==> src/rtl/fetch_pkg.sv <==
// Shared types and constants for the fetch stage: FSM state encoding, NOP word
// and the default reset PC.
package fetch_pkg;

  typedef enum logic [1:0] {
    ST_REQ  = 2'd0,
    ST_HOLD = 2'd1,
    ST_DROP = 2'd2
  } fetch_state_e;

  localparam logic [31:0] NOP_WORD         = 32'h0000_0000;
  localparam logic [31:0] DEFAULT_RESET_PC = 32'h0000_0000;

endpackage

==> src/rtl/if_id_reg.sv <==
// IF/ID pipeline register. Priority, highest first: reset, stall (hold),
// flush, load of a delivered instruction, otherwise a bubble.
module if_id_reg
  import fetch_pkg::*;
(
  input  logic        clk,
  input  logic        rst,
  input  logic        stall_d,
  input  logic        flush,
  input  logic        load,
  input  logic [31:0] instr_in,
  input  logic [31:0] pc_plus4_in,
  output logic [31:0] instr_o,
  output logic [31:0] pc_plus4_o,
  output logic        valid_o
);

  logic [31:0] instr_q, instr_d;
  logic [31:0] pc_plus4_q, pc_plus4_d;
  logic        valid_q, valid_d;

  always_comb begin
    instr_d    = instr_q;
    pc_plus4_d = pc_plus4_q;
    valid_d    = valid_q;
    if (stall_d) begin
      instr_d    = instr_q;
    end else if (flush) begin
      instr_d    = NOP_WORD;
      pc_plus4_d = '0;
      valid_d    = 1'b0;
    end else if (load) begin
      instr_d    = instr_in;
      pc_plus4_d = pc_plus4_in;
      valid_d    = 1'b1;
    end else begin
      // Bubble: PC+4 is meaningless without a valid instruction, so clear it.
      instr_d    = NOP_WORD;
      pc_plus4_d = '0;
      valid_d    = 1'b0;
    end
  end

  always_ff @(posedge clk) begin
    if (rst) begin
      instr_q    <= NOP_WORD;
      pc_plus4_q <= '0;
      valid_q    <= 1'b0;
    end else begin
      instr_q    <= instr_d;
      pc_plus4_q <= pc_plus4_d;
      valid_q    <= valid_d;
    end
  end

  assign instr_o    = instr_q;
  assign pc_plus4_o = pc_plus4_q;
  assign valid_o    = valid_q;

endmodule

==> src/rtl/fetch_stage.sv <==
// Instruction fetch stage: PC, request/hold/drop FSM and IF/ID register.
// Define FETCH_PERF_CNT_EN to build the FetchCnt/ImemWaitCnt performance counters.
module fetch_stage
  import fetch_pkg::*;
#(
  parameter logic [31:0] RESET_PC = DEFAULT_RESET_PC
) (
  input  logic        clk,
  input  logic        rst,
  input  logic        StallF,
  input  logic        StallD,
  input  logic        PCSrcD,
  input  logic [31:0] PCBranchD,
  output logic        ImemReq,
  output logic [31:0] ImemAddr,
  input  logic [31:0] ImemRdata,
  input  logic        ImemValid,
  output logic [31:0] InstrD,
  output logic [31:0] PCPlus4D,
  output logic        ValidD,
  output logic [31:0] FetchCnt,
  output logic [31:0] ImemWaitCnt
);

  fetch_state_e state_q, state_d;
  logic [31:0]  pcf_q, pcf_d;
  logic [31:0]  drop_addr_q, drop_addr_d;
  logic [31:0]  hold_instr_q, hold_instr_d;
  logic [31:0]  hold_pc4_q, hold_pc4_d;

  logic        redirect;
  logic        deliver;
  logic [31:0] deliver_instr;
  logic [31:0] deliver_pc4;
  logic [31:0] pcf_plus4;

  // A redirect arriving while Decode is stalled belongs to a stale instruction.
  assign redirect  = PCSrcD & ~StallD;
  assign pcf_plus4 = pcf_q + 32'd4;

  always_comb begin
    state_d       = state_q;
    pcf_d         = pcf_q;
    drop_addr_d   = drop_addr_q;
    hold_instr_d  = hold_instr_q;
    hold_pc4_d    = hold_pc4_q;
    deliver       = 1'b0;
    deliver_instr = NOP_WORD;
    deliver_pc4   = '0;
    case (state_q)
      ST_REQ: begin
        if (redirect) begin
          pcf_d = PCBranchD;
          if (!ImemValid) begin
            drop_addr_d = pcf_q;
            state_d     = ST_DROP;
          end
        end else if (ImemValid) begin
          pcf_d = pcf_plus4;
          if (StallF) begin
            hold_instr_d = ImemRdata;
            hold_pc4_d   = pcf_plus4;
            state_d      = ST_HOLD;
          end else begin
            deliver       = 1'b1;
            deliver_instr = ImemRdata;
            deliver_pc4   = pcf_plus4;
          end
        end
      end
      ST_HOLD: begin
        if (redirect) begin
          pcf_d   = PCBranchD;
          state_d = ST_REQ;
        end else if (!StallF) begin
          deliver       = 1'b1;
          deliver_instr = hold_instr_q;
          deliver_pc4   = hold_pc4_q;
          state_d       = ST_REQ;
        end
      end
      ST_DROP: begin
        // The in-flight response belongs to the old path; the request address
        // stays on it until the memory answers.
        if (redirect) begin
          pcf_d = PCBranchD;
        end
        if (ImemValid) begin
          state_d = ST_REQ;
        end
      end
      default: state_d = ST_REQ;
    endcase
  end

  always_ff @(posedge clk) begin
    if (rst) begin
      state_q      <= ST_REQ;
      pcf_q        <= RESET_PC;
      drop_addr_q  <= '0;
      hold_instr_q <= '0;
      hold_pc4_q   <= '0;
    end else begin
      state_q      <= state_d;
      pcf_q        <= pcf_d;
      drop_addr_q  <= drop_addr_d;
      hold_instr_q <= hold_instr_d;
      hold_pc4_q   <= hold_pc4_d;
    end
  end

  assign ImemReq  = (state_q != ST_HOLD);
  assign ImemAddr = (state_q == ST_DROP) ? drop_addr_q : pcf_q;

  if_id_reg u_if_id_reg (
    .clk        (clk),
    .rst        (rst),
    .stall_d    (StallD),
    .flush      (redirect),
    .load       (deliver),
    .instr_in   (deliver_instr),
    .pc_plus4_in(deliver_pc4),
    .instr_o    (InstrD),
    .pc_plus4_o (PCPlus4D),
    .valid_o    (ValidD)
  );

`ifdef FETCH_PERF_CNT_EN
  logic [31:0] fetch_cnt_q, fetch_cnt_d;
  logic [31:0] wait_cnt_q, wait_cnt_d;

  // A delivery only lands in IF/ID when Decode is not stalled.
  always_comb begin
    fetch_cnt_d = fetch_cnt_q;
    wait_cnt_d  = wait_cnt_q;
    if (deliver && !StallD) begin
      fetch_cnt_d = fetch_cnt_q + 32'd1;
    end
    if (ImemReq && !ImemValid) begin
      wait_cnt_d = wait_cnt_q + 32'd1;
    end
  end

  always_ff @(posedge clk) begin
    if (rst) begin
      fetch_cnt_q <= '0;
      wait_cnt_q  <= '0;
    end else begin
      fetch_cnt_q <= fetch_cnt_d;
      wait_cnt_q  <= wait_cnt_d;
    end
  end

  assign FetchCnt    = fetch_cnt_q;
  assign ImemWaitCnt = wait_cnt_q;
`else
  assign FetchCnt    = '0;
  assign ImemWaitCnt = '0;
`endif

endmodule

==> config.mk <==
export PLATFORM = sky130hd
export DESIGN_NAME = fetch_stage
export DESIGN_NICKNAME = d
export VERILOG_FILES = /design/src/rtl/fetch_pkg.sv /design/src/rtl/if_id_reg.sv /design/src/rtl/fetch_stage.sv
export SDC_FILE = /design/constraint.sdc
export NUM_CORES = 1
export LEC_CHECK = 0
export CAP_MARGIN = 0
export CORE_MARGIN = 2
export CORE_UTILIZATION = 25
export CTS_BUF_LIST = sky130_fd_sc_hd__clkbuf_4
export CTS_CLUSTER_SIZE = 40
export DETAILED_ROUTE_END_ITERATION = 10
export HOLD_SLACK_MARGIN = 0.03
export PLACE_DENSITY_LB_ADDON = 0.08
export SETUP_SLACK_MARGIN = 0.15
export SYNTH_ARGS = -nofsm -noshare
export SYNTH_HDL_FRONTEND = slang
export SYNTH_SLANG_ARGS = --single-unit
export TNS_END_PERCENT = 100
==> constraint.sdc <==
create_clock -name clk -period 3.2 [get_ports clk]
set_input_delay 0.64 -clock clk [delete_from_list [all_inputs] [get_ports clk]]
set_output_delay 0.64 -clock clk [all_outputs]
set_load 0.01 [all_outputs]
* After elaboration in Yosys (flattened, before gate mapping) *
Cells that the tools add are included.

word-level totals
  output and inout port bits = 162
  register bits = 195
  bits of input ports = 70

cells by class
  reduce and logical (&&, ||, !) cells = 7
  eq/ne operators = 9
  bitwise logic cells = 4
  multiplexer cells = 32
  $add $sub $neg = 1

operator list
  operator                                               number
  two-way mux 32 bit                                     14
  one-hot mux 32 bit (2 select lines)                    3
  adder 32 x 3 -> 32 bit, second input constant          1
  two-way mux 2 bit                                      7
  inequality test 3 bit, second input constant           4
  two-way mux 1 bit                                      6
  one-hot mux 2 bit (3 select lines)                     1
  AND reduction 3 bit                                    2
  AND reduction 5 bit                                    1
  inequality test 2 x 1 -> 1 bit, second input constant  2
  AND reduction 4 bit                                    1
  inverter 1 bit                                         3
  equality test 2 x 1 -> 1 bit, second input constant    1
  equality test 2 bit, second input constant             1
  zero test 2 bit                                        1
  inequality test 2 bit, second input constant           1
  one-hot mux 1 bit (2 select lines)                     1
  nonzero test 2 bit                                     1
  OR reduction 2 bit                                     1
  AND 1 bit                                              1

* Longest topological paths before layout *
  word-level depth = 6
  depth in mapped cells = 10
  gate-level depth less buffers = 7

* Cells and area by module *
A second synthesis with hierarchy kept.

second synthesis, totals
  cell total of the unflattened synthesis = 1236
  area total of the unflattened synthesis = 10166.0 µm²

by module, submodules not included
  module       cells an instance  instances  area each (µm²)
  fetch_stage  941                1          7344.5
  if_id_reg    295                1          2821.5

* Worst setup path before layout *
Ideal clock, no wire load.

  path kind = flip-flop to flip-flop
  from = register pcf_q[3]
  to = register pcf_q[28]
  stages on the path, launching flop included = 8
  period minus slack after synthesis = 2.204 ns
  required time = 3.080 ns
  setup time = 0.120 ns
  slack = 0.996 ns
  data arrival time = 2.085 ns
  buffers on the path = 1
  path through = dfxtp_1 -> ha_1 -> nand4_2 -> or4_4 -> buf_2 -> nor3_1 -> nor4_1 -> a211o_1

on the way
  longest elaborated chain between the ends = 4

ends and longest elaborated chain
  item                                 line                RTL
  start, declared                      fetch_stage.sv:26   logic [31:0] pcf_q, pcf_d;
  start signal, assigned               fetch_stage.sv:105  pcf_q <= pcf_d;
  adder 32 x 3 -> 32 bit               fetch_stage.sv:39   assign pcf_plus4 = pcf_q + 32'd4;
  two-way mux 32 bit                   fetch_stage.sv:58   end else if (ImemValid) begin
  two-way mux 32 bit                   fetch_stage.sv:52   if (redirect) begin
  one-hot mux 32 bit (2 select lines)  fetch_stage.sv:50   case (state_q)

Every way passes these cells. The select of a mux whose other input is x is not followed.
A chain may end at the register's enable or synchronous reset.

* Worst setup path after layout *
  from = register state_q[0]
  to = output ImemAddr[17]

on the way
  longest elaborated chain between the ends = 2

ends and longest elaborated chain
  item                    line                RTL
  start, declared         fetch_stage.sv:25   fetch_state_e state_q, state_d;
  start signal, assigned  fetch_stage.sv:104  state_q <= state_d;
  equality test 2 bit     fetch_stage.sv:113  assign ImemAddr = (state_q == ST_DROP) ? drop_addr_q : pcf_q;
  two-way mux 32 bit      fetch_stage.sv:113
  end, declared           fetch_stage.sv:15   output logic [31:0] ImemAddr,

Every way passes these cells.

==> flow_summary.json <==
{
  "hold_class": "in2reg",
  "htree_levels": 4,
  "cts_buffers": 17,
  "clock_latency_ns": 0.65,
  "grt_pass1_vias": 8396,
  "finalMaxSlewViolations": 0,
  "tritoncts": "done",
  "power_mw": 5.54,
  "synth_edf_count": 0,
  "clock-sinks": 195,
  "critPathCaptureType": "output port",
  "crit_fanout": 16,
  "dpl_cell_area_um2": 11700,
  "status": "completed",
  "post-route-min-period_ns": 2.96,
  "wl_met1_um": 16100,
  "root_buffer": "clkbuf_4",
  "via_per_inst": 4.78,
  "cts_hold_buf": 0,
  "dp_hpwl_um": 22600,
  "cts.clk_slew.worst_paths_ns": 0.20,
  "drv_cap": 0,
  "layout.nets": 1390,
  "core-area_um2": 37800,
  "min_period_over_period_pct": 92.4,
  "vias": 8796,
  "drt-initial-drc-count": 454,
  "synth_cell_types": 65,
  "ir_drop_mv": 0.250,
  "ys_seq_area_share_pct": 40.7,
  "p_int_mw": 3.52,
  "path_class": "reg2out",
  "async_reset_ff_share_pct": 0,
  "antenna_left": 0,
  "final_util_pct": 31.9,
  "ios": 232,
  "wl_met3_um": 1740,
  "p_switching_mw": 2.03,
  "cts-root-to-sink-buffers": 2,
  "leakagePower_nw": 4.17,
  "place_congestion": 0.818,
  "num_rows": 71,
  "layoutNonFillerInstCount": 1841,
  "fp.dieW_um": 200,
  "first_pass_iters": 5,
  "grt_pass1_wl_um": 50900,
  "die_h_um": 200,
  "worst_setup_path_start_kind": "flip-flop",
  "portBuffers": 167,
  "initial_core_util_pct": 25.4,
  "syn_inst": 1200,
  "antenna_found_initial": 2,
  "final_area_um2": 12000,
  "grt_max_degree": 79,
  "wirelength_um": 33700,
  "syn-cell-area_um2": 9590,
  "fmax_ghz": 0.338,
  "hold_violations": 0,
  "route.met2.wl_um": 15600,
  "rsz0062_at_grt": "yes",
  "dieArea_um2": 40000,
  "synth_seq_cells": 195,
  "place_inst": 1805,
  "slew_headroom_pct": 34.6,
  "p_seq_share_pct": 48.7,
  "drc": 0,
  "fin_worst_skew_ns": 0.0444,
  "tns_ns": 0,
  "tightestPinTransition_ns": 0.978,
  "synth_area_per_cell_um2": 8.00,
  "synth_warnings": 0,
  "setup_viol": 0,
  "crit_arrival_ns": 2.32,
  "drive_gt1_share_pct": 9.41,
  "overflow": 0,
  "synth_ff_type": "dfxtp_1",
  "wl_per_cell_um": 18.3,
  "globalRouteTotalUtil_pct": 16.7,
  "power.clock.fraction_pct": 25.4,
  "area_delta_synth_final_pct": 25.5,
  "p_comb_share_pct": 26.0,
  "swShare_pct": 36.6,
  "top_layer": "met5",
  "fillCellCount": 4090,
  "worstPathRequired_ns": 2.56,
  "power_density_nw_per_um2": 460
}
## critical path, stage by stage (launching register included)
cell             delay, ns
dfxtp_2               0.38
inv_2                 0.08
ha_4                  0.21
buf_12                0.18
mux2_2                0.35
clkdlybuf4s50_1       0.48
## path summary, 6_finish.rpt
path | from | to | slack (ns) | cells after the start
max | state_q[0]$_SDFFE_PP0P_ | ImemAddr[17] | 0.24 | 5
min | rst | pcf_q[16]$_SDFFE_PP0P_ | 0.38 | 2
max reg2reg | state_q[1]$_SDFFE_PP0P_ | pcf_q[20]$_SDFFE_PP0P_ | 0.67 | 7
min reg2reg | drop_addr_q[4]$_SDFFE_PP0P_ | drop_addr_q[4]$_SDFFE_PP0P_ | 0.46 | 2
## cell families after synthesis
logic type	Yosys count	share of synthesized area (%)
other	1	0.0391
multiplexers	26	3.04
XOR/XNOR	22	2.01
AO/OA/AOI/OAI	337	23.5
AND/OR/NAND/NOR	422	19.9
buffers and inverters	193	10.3
flip-flops	195	40.7
adder cells (fa/ha/maj)	4	0.522
## power groups by stage
stage	clock, mW	sequential [mW]	combinational (mW)
5_1_grt	1.56	2.72	1.58
3_5_place_dp	0	2.75	1.44
2_1_floorplan	0	2.67	0.937
3_3_place_gp	0	2.75	1.44
4_1_cts	1.49	2.70	1.45
6_report	1.41	2.70	1.44
## area by class of cell
cell class              count  area, µm²  share of cell area, %
multi-input cells         875       5000                   41.5
flip-flops and latches    195       3910                   32.4
repair buffers            216       2170                   18.0
well taps                 511        639                   5.31
clock inverters            15        159                   1.32
clock buffers              17        128                   1.06
inverters                  11       41.3                  0.343
diodes                      1       2.50                 0.0208
## Yosys cell counts (all sizes together), types with 12 or more instances
library cell / instances / share of area [%]
a211oi: 18 / 1.5
a21oi: 110 / 5.7
a22o: 39 / 3.6
a22oi: 67 / 5.2
buf: 90 / 6.3
clkbuf: 92 / 3.6
dfxtp: 195 / 41
mux2: 25 / 2.9
nand2: 181 / 7.1
nand3: 23 / 1.3
nand4: 14 / 1.1
nor2: 106 / 4.1
nor3: 42 / 2.2
nor4: 13 / 0.85
o21ai: 37 / 1.9
xnor2: 12 / 1.1
## registers in the layout, summed over array words and instances (netlist names)
signal                  flops
u_if_id_reg.instr_o        32
u_if_id_reg.pc_plus4_o     32
pcf_q                      32
u_if_id_reg.valid_o         1
state_q                     2
hold_pc4_q                 32
drop_addr_q                32
hold_instr_q               32
## metal layers
layer	global-route usage [%]	vias to the layer above
met5	0	-
met4	3.32	2
met3	3.73	11
met2	26.9	220
met1	23.0	4205
li1	-	4358
## placed cells by master (no fill, tap or decap), types with 6 or more instances in the layout
| master | Yosys | final |
|---|---|---|
| clkdlybuf4s50_1 | 0 | 153 |
| or3_1 | 7 | 7 |
| dfxtp_1 | 195 | 194 |
| nand2b_1 | 7 | 7 |
| inv_6 | 0 | 6 |
| inv_1 | 11 | 10 |
| a22o_1 | 39 | 39 |
| nor3_1 | 41 | 41 |
| o31ai_1 | 6 | 6 |
| o21ai_0 | 37 | 36 |
| dlygate4sd2_1 | 0 | 7 |
| xor2_1 | 10 | 10 |
| mux2_2 | 25 | 25 |
| buf_12 | 0 | 9 |
| a222oi_1 | 7 | 7 |
| clkbuf_4 | 0 | 17 |
| buf_4 | 64 | 39 |
| a211oi_1 | 17 | 17 |
| nor4_1 | 13 | 12 |
| nor2_1 | 106 | 104 |
| a21oi_1 | 110 | 110 |
| o22ai_1 | 10 | 9 |
| nand2_1 | 181 | 181 |
| o21a_1 | 8 | 8 |
| nand3_1 | 22 | 22 |
| nand4_1 | 12 | 12 |
| a22oi_1 | 67 | 67 |
| conb_1 | 1 | 64 |
| xnor2_1 | 12 | 12 |
## timing repair
| action | 4_1_cts | 5_1_grt |
|---|---|---|
| gates cloned | 0 | 1 |
| buffers inserted | 2 | 0 |
| setup endpoints to repair | 30 | 23 |
| resized for setup | 14 | 8 |
## metrics by stage
stage | hold slack (ns) | setup slack [ns]
after global routing | 0.356 | 0.125
after detailed placement | 0.446 | 0.314
after floorplan | 0.432 | 0.996
final | 0.383 | 0.243
after CTS | 0.339 | 0.164
after global placement | 0.438 | 0.341
Power figures use the tool's default switching activity.
==> variant 1, RTL diff (same settings) <==
Build with the macro `FETCH_PERF_CNT_EN` defined.
--- a/src/rtl/fetch_stage.sv
+++ b/src/rtl/fetch_stage.sv
@@ -1,4 +1,6 @@
 // Instruction fetch stage: PC, request/hold/drop FSM and IF/ID register.
 // Define FETCH_PERF_CNT_EN to build the FetchCnt/ImemWaitCnt performance counters.
+`define FETCH_PERF_CNT_EN
+
 module fetch_stage
   import fetch_pkg::*;
Formal check against the unedited RTL: not equivalent (a bounded check fails within 4 cycles, from zero or initial values and one cycle with rst high).
==> variant 1 against the unedited design <==
  * Sequential cell count rose by 64
  * Synthesized area rose by 24%
  * Worst hold slack improved by 55 ps
  * Wire length rose by 30%
  * Cell count rose by 29%
  * Final area rose by 33%
  * Power rose by 43%
  * Sequential share of layout area fell by 0.067 points
  * Clock skew fell by 3.6 ps
  * Setup slack got worse by 57 ps
  * Highest routed layer unchanged
==> variant 1: results (changes against the unedited design) <==
CTS buffer count=80 (+63); vias in the first global route=11,100 (+33%); status=completed; DRC Markers=0 (unchanged); crit path max fanout=21 (+5); Clk pin slew, worst setup/hold paths=60 ps (-140 ps); first-pass GRT wire length=67,100 um (+32%); Worst slew margin=0.386 (+0.0401); initial antenna violation count=3 (+1); pin count of the biggest net entering global routing=98 (+24%); met2 wire length=19,800 um (+27%); first-pass detailed-route iteration total=5 (unchanged); Post-Route M1 WL=20,000 um (+24%); Leak=5.58 nW (+34%); Worst path slowest cell=clkdlybuf4s50_1; Clock Latency Late Sink=760 ps (+110 ps); P_sw=2.40 mW (+18%); number of distinct library cells after synthesis=57 (-12%); Port Buffers=231 (+38%); H-tree depth=3 (-1); GRT Resource Usage Total=0.174 (+0.00698); Worst Hold Class=primary input to flop; delay of the slowest critical-path stage=480 ps (about the same); Worst path top cell family by delay=buffers and inverters; Via density=4.90 (+2.5%); hold path cells=3 (+1); register area share after synthesis=0.436 (+0.0293); WL met3=2590 um (+49%); fraction of layout cells with a size suffix above 1=0.125 (+0.0312); Worst Reg2Reg Path Length in Cells=5 (-2); DP HPWL=29,500 um (+30%); Setup Slack @ Placement=307 ps (-7.00 ps); syn_nets=1,533; Post-synth top cells=dfxtp_1, nand2_1, nor2_1, a21oi_1, clkbuf_1; Top FF cell, synth=dfxtp_1; Root Buffer=clkbuf_4; aggregate routed wire length=43,700 um (+30%); VDD IR max=210 uV (-16%); Clock Skews=40.8 ps (-3.62 ps); Initial DRC Count=730 (+61%); Filler cells=4,886 (+19%); YS warnings=0 (unchanged); most area-consuming cells after synthesis=dfxtp_1, nand2_1, nor2_1; Clock Path Buffers=3 (+1); Final Net Count=1,785 (+28%); RD Place Congestion=0.811 (-0.84%); CP arrival=2370 ps (+50 ps)
## variant 1: layout make-up
cell class / instances / area share
clock buffers: 109 / 0.0510
flip-flops and latches: 259 / 0.324
clock inverters: 20 / 0.00648
repair buffers: 289 / 0.179
diodes: 3 / 0.000468
inverters: 28 / 0.00656
multi-input cells: 1051 / 0.386
well taps: 607 / 0.0474
## variant 1: through the flow
stage                     hold WS, ps  std cells  cell area, um2
after floorplan                   433       1457           11900
after CTS                         338       2360           16000
after global placement            438       2227           15000
after detailed placement          446       2227           15000
final                             438       2366           16000
after global routing              360       2366           16000
## variant 1: final timing paths
check / startpoint / endpoint / slack, ps
max reg2reg: pcf_q[2] / u_if_id_reg.pc_plus4_o[31] / 670
min reg2reg: hold_instr_q[21] / hold_instr_q[21] / 450
max: state_q[0] / ImemAddr[31] / 190
min: PCBranchD[0] / pcf_q[0] / 440
## variant 1: worst register-to-register path, stage by stage, from the launching register on
cell      delay [ps]
dfxtp_1          520
nand4_2          290
or4_1            800
nor4_1           430
o21ai_0          180
a211oi_1         240
## variant 1: cell families after synthesis
kind of cell,after synthesis,synth area share
xor+xnor,65,0.0479
buf+inv,147,0.0477
compound gates,368,0.206
flops,259,0.436
mux,30,0.0281
simple gates,582,0.228
fa+ha+maj,6,0.00631
## variant 1: timing repair
item | in CTS | in global routing
endpoints found under the setup margin | 32 | 21
hold buffers | 0 | 0
gates cloned | 2 | 0
pin swaps | 1 | 0
resized for setup | 28 | 14
buffers inserted | 2 | 3
## variant 1: power groups by stage
stage               clock (mW)  combinational (mW)  sequential (mW)
global placement             0                1.35             3.54
CTS                       3.28                1.36             3.47
global route              3.45                1.48             3.49
detailed placement           0                1.36             3.54
floorplan                    0               0.786             3.49
finish                    3.11                1.35             3.47
## variant 1: layer usage
| layer | vias up | track usage |
|---|---|---|
| met5 | - | 0 |
| met4 | 2 | 0.0680 |
| met3 | 85 | 0.0493 |
| met2 | 318 | 0.269 |
| met1 | 5438 | 0.229 |
| li1 | 5739 | - |
==> variant 2, RTL diff (same flow settings) <==
Without the edit above. Take the reset off `hold_pc4_q` and load it in a clocked block of its own.
--- a/src/rtl/fetch_stage.sv
+++ b/src/rtl/fetch_stage.sv
@@ -100,5 +100,4 @@
       drop_addr_q  <= '0;
       hold_instr_q <= '0;
-      hold_pc4_q   <= '0;
     end else begin
       state_q      <= state_d;
@@ -106,6 +105,9 @@
       drop_addr_q  <= drop_addr_d;
       hold_instr_q <= hold_instr_d;
-      hold_pc4_q   <= hold_pc4_d;
     end
+  end
+
+  always_ff @(posedge clk) begin
+    hold_pc4_q <= hold_pc4_d;
   end
 
Function: not settled (the Yosys comparison gave no result); the edit may change what the design does.
==> variant 2 against the unedited design <==
  * Setup slack improved by 12 ps
  * Register-to-register slack lost 60 ps
  * Synthesized cell count decreased by 7.6%
  * Final area barely moved
  * Wire length fell by 2.5%
  * Critical path depth unchanged
  * Power fell by 1.5%
  * Non-clock buffer count grew 5
  * Synthesized area fell by 0.80%
  * Count of clock-buffer cells in the layout rose by 1
  * Fmax increased by 0.40%
  * Sequential cell count is the same
  * Critical path type unchanged
  * Highest routed layer is now met4
==> variant 2: results (changes against the unedited design) <==
status=completed; fraction of layout cells with a size suffix above 1=0.103 (+0.00937); Worst slew margin=0.292 (-0.0536); DRC Markers=0 (unchanged); placed insts=1,731 (-4.1%); Post-synth top cells=nand2_1, dfxtp_1, a21oi_1, clkbuf_1, a22oi_1; Post-synth EDFFs=32 (+32); Top FF cell, synth=dfxtp_1; Filler cells=3,954 (-3.3%); crit path max fanout=13 (-3); setup bufs post-CTS=0 (-2); Syn Area/Cell=8.58 um2 (+7.3%); H-tree depth=4 (unchanged); total number of vias=8,295 (-5.7%); RD Place Congestion=0.792 (-3.2%); first-pass detailed-route iteration total=5 (unchanged); number of distinct library cells after synthesis=56 (-14%); CP arrival=2310 ps; YS warnings=0 (unchanged); internal power=3.54 mW (+0.68%); compound-cell area share of the yosys netlist=0.219 (-0.0164); initial antenna violation count=3 (+1); combinational power=1.38 mW (-4%); Clock Skews=41.3 ps (-3.12 ps); vias in the first global route=7,664 (-8.7%); first-pass GRT wire length=48,600 um (-4.7%); aggregate routed wire length=32,900 um (-2.5%); GRT Resource Usage Total=0.163 (-0.00371); Initial DRC Count=562 (+24%); clock-net power=1.33 mW (-6%); register area share after synthesis=0.444 (+0.0369); PostCTS Resize Cnt=7 (-7); Final Net Count=1,318 (-5.2%); Root Buffer=clkbuf_4; post-synthesis mux area share=0.0363 (+0.00590); VDD IR max=217 uV (-13%); Via density=4.69 (-1.9%); Leak=4.33 nW (+4.0%); most area-consuming cells after synthesis=dfxtp_1, edfxtp_1, nand2_1; CTS buffer count=17 (unchanged); Post-Synth XOR/XNOR Area=0.0212 (+0.00108); Adder-Cell Fraction of Synth Area=0.00526 (+0.0000418); pin count of the biggest net entering global routing=43 (-46%); DP HPWL=22,900 um (+0.96%); Clock Latency Late Sink=650 ps (about the same); Clock Path Buffers=2 (unchanged)
variant 2: logic make-up (layout without fill, tap and decap cells):
group	count (synthesis)	count (layout)
XOR/XNOR	23	23
buffers and inverters	192	277
AO/OA/AOI/OAI	310	310
flip-flops	195	195
AND/OR/NAND/NOR	352	352
other	1	66
multiplexers	32	32
adder cells (fa/ha/maj)	4	4
variant 2: layout make-up:
type                            count  share of cell area
Antenna cell                        2            0.000416
Clock buffer                       18              0.0112
Clock inverter                     14             0.00977
Inverter                           24             0.00749
Multi-Input combinational cell    785               0.382
Sequential cell                   195               0.351
Tap cell                          511              0.0531
Timing Repair Buffer              221               0.185
variant 2: final timing paths:
kind                                                   to  cells past startpoint  slack (ps)       startpoint
worst max-delay path                         ImemAddr[10]                      5         250       state_q[0]
worst min-delay path            u_if_id_reg.pc_plus4_o[5]                      2         450              rst
worst max register to register                   pcf_q[9]                      7         610       state_q[1]
worst min register to register            drop_addr_q[31]                      2         460  drop_addr_q[31]
variant 2: critical path, cell delays in order, from the launching register on:
cell             delay, ps
dfxtp_2                360
inv_1                  110
ha_4                   210
buf_12                 160
mux2_2                 340
clkdlybuf4s50_1        480
variant 2: per-stage QoR:
step           power [mW]   util  area [um2]  hold slack, ps  setup slack (ps)
6_report             5.46  0.320       12000             451               255
5_1_grt              5.76  0.320       12000             400               131
4_1_cts              5.53  0.317       11900             366              81.6
3_5_place_dp         4.18  0.310       11700             446               285
3_3_place_gp         4.18  0.310       11700             438               329
2_1_floorplan        3.60      -        9750             433               223
variant 2: layer usage:
metal,routed length [um],share of wire,global-route usage
met5,0,0,0
met4,265,0.0081,0.0368
met3,1480,0.045,0.0311
met2,14300,0.43,0.241
met1,16900,0.51,0.244
